### src/rtl/div_sequencer.sv
// Multi-cycle radix-2 restoring divider for DIV/DIVU.
// Stalls EX while iterating and writes {rem, quo} to HI/LO once per operation.
module div_sequencer #(
    parameter int WIDTH = 32,
    parameter int CNT_W = 6
) (
    input  logic               clk,
    input  logic               rst,
    input  logic               start_i,
    input  logic               signed_i,
    input  logic [WIDTH-1:0]   opa_i,
    input  logic [WIDTH-1:0]   opb_i,
    input  logic               annul_i,
    output logic               stall_o,
    output logic               ready_o,
    output logic               hilowrite_o,
    output logic [2*WIDTH-1:0] result_o
);

    localparam logic [1:0] S_IDLE = 2'd0;
    localparam logic [1:0] S_ZERO = 2'd1;
    localparam logic [1:0] S_BUSY = 2'd2;
    localparam logic [1:0] S_DONE = 2'd3;

    localparam logic [CNT_W-1:0] LAST = CNT_W'(WIDTH - 1);

    logic [1:0]         state_q, state_d;
    logic [CNT_W-1:0]   cnt_q, cnt_d;
    logic [WIDTH-1:0]   rem_q, rem_d;
    logic [WIDTH-1:0]   quo_q, quo_d;
    logic [WIDTH-1:0]   dvs_q, dvs_d;
    logic               sgn_q, sgn_d;
    logic               nega_q, nega_d;
    logic               negb_q, negb_d;
    logic               first_q, first_d;
    logic [2*WIDTH-1:0] res_q, res_d;

    logic               a_neg, b_neg;
    logic [WIDTH-1:0]   a_mag, b_mag;
    logic [WIDTH:0]     trial;
    logic [WIDTH-1:0]   rem_n, quo_n;
    logic [WIDTH-1:0]   rem_fix, quo_fix;

    always_ff @(posedge clk) begin
        if (rst) begin
            state_q <= S_IDLE;
            cnt_q   <= '0;
            rem_q   <= '0;
            quo_q   <= '0;
            dvs_q   <= '0;
            sgn_q   <= 1'b0;
            nega_q  <= 1'b0;
            negb_q  <= 1'b0;
            first_q <= 1'b0;
            res_q   <= '0;
        end else begin
            state_q <= state_d;
            cnt_q   <= cnt_d;
            rem_q   <= rem_d;
            quo_q   <= quo_d;
            dvs_q   <= dvs_d;
            sgn_q   <= sgn_d;
            nega_q  <= nega_d;
            negb_q  <= negb_d;
            first_q <= first_d;
            res_q   <= res_d;
        end
    end

    always_comb begin
        state_d = state_q;
        unique case (state_q)
            S_IDLE: begin
                if (start_i && !annul_i)
                    state_d = (opb_i == '0) ? S_ZERO : S_BUSY;
            end
            S_ZERO: state_d = annul_i ? S_IDLE : S_DONE;
            S_BUSY: begin
                if (annul_i)
                    state_d = S_IDLE;
                else if (cnt_q == LAST)
                    state_d = S_DONE;
            end
            S_DONE: begin
                if (annul_i || !start_i)
                    state_d = S_IDLE;
            end
            default: state_d = S_IDLE;
        endcase
    end

    // Operand conditioning and one restoring step per BUSY cycle
    always_comb begin
        a_neg   = signed_i & opa_i[WIDTH-1];
        b_neg   = signed_i & opb_i[WIDTH-1];
        a_mag   = a_neg ? -opa_i : opa_i;
        b_mag   = b_neg ? -opb_i : opb_i;
        trial   = {rem_q, quo_q[WIDTH-1]} - {1'b0, dvs_q};
        rem_n   = trial[WIDTH] ? {rem_q[WIDTH-2:0], quo_q[WIDTH-1]}
                               : trial[WIDTH-1:0];
        quo_n   = {quo_q[WIDTH-2:0], ~trial[WIDTH]};
        quo_fix = (sgn_q && (nega_q ^ negb_q)) ? -quo_n : quo_n;
        rem_fix = (sgn_q && nega_q) ? -rem_n : rem_n;

        cnt_d   = cnt_q;
        rem_d   = rem_q;
        quo_d   = quo_q;
        dvs_d   = dvs_q;
        sgn_d   = sgn_q;
        nega_d  = nega_q;
        negb_d  = negb_q;
        first_d = 1'b0;
        res_d   = res_q;

        unique case (state_q)
            S_IDLE: begin
                if (start_i && !annul_i) begin
                    sgn_d  = signed_i;
                    nega_d = a_neg;
                    negb_d = b_neg;
                    dvs_d  = b_mag;
                    cnt_d  = '0;
                    rem_d  = '0;
                    // divide-by-zero reports the untouched dividend
                    quo_d  = (opb_i == '0) ? opa_i : a_mag;
                end
            end
            S_ZERO: begin
                if (!annul_i) begin
                    res_d   = {quo_q, {WIDTH{1'b1}}};
                    first_d = 1'b1;
                end
            end
            S_BUSY: begin
                rem_d = rem_n;
                quo_d = quo_n;
                cnt_d = cnt_q + CNT_W'(1);
                if (!annul_i && cnt_q == LAST) begin
                    res_d   = {rem_fix, quo_fix};
                    first_d = 1'b1;
                end
            end
            default: first_d = 1'b0;
        endcase
    end

    always_comb begin
        stall_o     = 1'b0;
        ready_o     = 1'b0;
        hilowrite_o = 1'b0;
        result_o    = res_q;
        unique case (state_q)
            S_IDLE:  stall_o = start_i & ~annul_i;
            S_ZERO:  stall_o = ~annul_i;
            S_BUSY:  stall_o = ~annul_i;
            S_DONE: begin
                ready_o     = 1'b1;
                hilowrite_o = first_q;
            end
            default: stall_o = 1'b0;
        endcase
    end

endmodule

### config.mk
export PLATFORM = sky130hd
export DESIGN_NAME = div_sequencer
export DESIGN_NICKNAME = d
export VERILOG_FILES = /design/src/rtl/div_sequencer.sv
export SDC_FILE = /design/constraint.sdc
export NUM_CORES = 1
export LEC_CHECK = 0
export CAP_MARGIN = 20
export CORE_ASPECT_RATIO = 1.25
export CORE_UTILIZATION = 40
export DETAILED_ROUTE_END_ITERATION = 16
export PLACE_DENSITY = 0.69
export SLEW_MARGIN = 25
export SYNTH_ARGS = -nofsm -noshare
export SYNTH_HDL_FRONTEND = slang
export SYNTH_SLANG_ARGS = --single-unit
### constraint.sdc
create_clock -name clk -period 12.7 [get_ports clk]
set_clock_uncertainty 0.2 [all_clocks]
set_input_delay 2.54 -clock clk [delete_from_list [all_inputs] [get_ports clk]]
set_output_delay 2.54 -clock clk [all_outputs]
set_load 0.05 [all_outputs]
==> impl_metrics.yaml <==
clock_network:
  cts-resized-gates: 0
  clockRootBuffer: "clkbuf_16"
  cts.path.max_buffers: 2
  htree_levels: 4
  cts_tree: "done"
  cts_setup_buffers: 0
  clk_latency_ps: 450
  cts.sinks: 172
  cts_buffers: 17
  cts.hold.buffers_added: 0
  clkTransAtPathRegs_ps: 70
worst_hold_path:
  hold_path_class: "flop to flop"
  worstHoldStart: "dvs_q[22]$_SDFFE_PP0P_"
routing:
  routed_wl_um: 39700
  vias: 12300
  dr.pass1.iters: 5
  drc: 0
  drtIter0Drc: 998
  routedWlPerCell_um: 19.1
  vias_per_cell: 5.90
  antenna_left: 0
final_layout:
  layout_commonest_cell: "nand2_1"
  synthToLayoutAreaGrowth_pct: 17.6
  nets: 1783
  nFillCells: 2991
  drive_above_1_share_pct: 4.33
  n_antenna_cell: 0
  final_cell_mix: "192 x nand2_1, 188 x a21oi_1, 172 x dfxtp_1, 168 x nor2_1, 134 x clkdlybuf4s50_1"
  multi_input_area_um2: 7860
  regArea_um2: 3440
die:
  num_io_pins: 136
  start_util_pct: 40.6
  dieHeight_um: 195
  coreArea_um2: 29300
  die_x_um: 156
  placementRows: 70
  die-area_um2: 30400
yosys:
  synth-edff-count: 0
  synth_cell_types: 73
  seq_area_frac_synth_pct: 29.0
  syn_inst: 1612
  ys_top_cells_by_area: "dfxtp_1 29%, a21oi_1 7.9%, nand2_1 6.1%, nor2_1 5.4%, o21ai_0 5.3%"
  synth_top_area_share_pct: 29.0
  syn_nets: 1724
  ys_warn_count: 0
  ys.flop_type: "dfxtp_1"
  syn-cell-area_um2: 11900
  avgSynthCellArea_um2: 7.38
  yosysTopAreaCell: "dfxtp_1"
  ys_seq_elements: 172
  async_reset_ff_share_pct: 0
grt:
  antenna_found_initial: 0
  grt_use_total_pct: 25.9
  grt_overflow: 0
  grt_pass1_vias: 11500
  grt_max_degree: 83
  grt_first_pass_wirelength_um: 62000
critical_path:
  worstSetupStartpointType: "input pin"
  crit_required_ps: 9960
  cp-end-kind: "primary output"
  path_class: "input pin to primary output"
  path_max_fanout: 11
  reg2reg_from: "quo_q[31]$_SDFFE_PP0P_"
  crit_arrival_ps: 4590
  startpoint: "annul_i"
power_and_ir_drop:
  peakVddDrop_mv: 0.0823
  cellLeakagePower_nw: 5.01
  powerDensity_nw_per_um2: 172
timing:
  timing.final.crit_share_pct: 57.7
  hold_viol: 0
  slew_viol_final: 0
  worst_slack_ps: 5370
  rsz0062_at_grt: "false"
  fin_setup_tns_ps: 0
  fmax_mhz: 136
  setup_violations: 0
  slew_headroom_pct: 30.7
  worst_pin_slew_ps: 1010
  period_minus_slack_ps: 7330
place:
  dpl.hpwl_um: 29700
  place_congestion: 0.903
  numPortBuffers: 135
  dp_slack_ps: 5380
job:
  cap_violations: 0
status:
  status: "completed"
[through the flow]
step                std cells  total power [mW]  cell area [um^2]  utilization (%)  hold WS, ps
finish                   2080              2.41             14000             47.8          255
global route             2080              2.53             14000             47.8          276
CTS                      2080              2.39             14000             47.8          257
detailed placement       2048              1.89             13400             45.9          250
global placement         2048              1.87             13400             45.9          243
floorplan                1612              1.53             11900                -          232
[cells by family after synthesis]
group	synth area share, %
simple gates	20.7
compound gates	27.1
flops	29.0
buf+inv	5.12
xor+xnor	10.1
fa+ha+maj	4.59
mux	3.41
[flip-flops by register name (all words and copies together) (netlist names)]
register  cells
state_q       2
nega_q        1
quo_q        32
dvs_q        32
rem_q        32
negb_q        1
sgn_q         1
first_q       1
cnt_q         6
result_o     64
[report_power, final]
group | leakage (nW) | internal (mW) | switching (mW)
Combinational | 3.36 | 0.393 | 0.767
Clock | 0.255 | 0.257 | 0.251
Sequential | 1.40 | 0.627 | 0.111
Total | 5.01 | 1.28 | 1.13
[worst max-delay path, cell delays in order]
cell and delay, ps:
clkdlybuf4s50_1 510, inv_1 160, nand3_1 330, a21oi_1 240, clkdlybuf4s50_1 810
[worst paths after layout]
path | endpoint | slack (ps) | cells past startpoint
worst max-delay path | stall_o | 5370 | 5
worst min-delay path | dvs_q[22]$_SDFFE_PP0P_ | 260 | 2
worst max register to register | result_o[62]$_SDFFE_PP0P_ | 6230 | 21
worst min register to register | dvs_q[22]$_SDFFE_PP0P_ | 260 | 2
[layer usage]
layer,global-route usage (%),wire (um)
met1,30.8,16100
met2,45.0,19600
met3,3.19,2040
met4,14.1,2000
met5,0,0
[Yosys cell counts, drive strengths merged, types with 9 or more instances]
cell type	instances
a2111oi	9
a211oi	42
a21o	10
a21oi	189
a22oi	15
a311oi	11
a31oi	16
and2	9
and3	15
buf	11
clkbuf	94
dfxtp	172
ha	42
inv	56
mux2	12
mux2i	27
nand2	192
nand3	22
nor2	172
nor3	40
nor4	17
o211ai	13
o21ai	129
o31ai	20
o41ai	12
or3	21
or4	17
xnor2	66
xor2	71
[layout make-up]
cell class | count | area share, %
Clock inverter | 15 | 0.913
Sequential cell | 172 | 24.6
Timing Repair Buffer | 145 | 10.2
Multi-Input combinational cell | 1279 | 56.2
Inverter | 56 | 1.50
Tap cell | 396 | 3.54
Clock buffer | 17 | 3.04
Note: power is estimated with default switching activity, not from simulation.
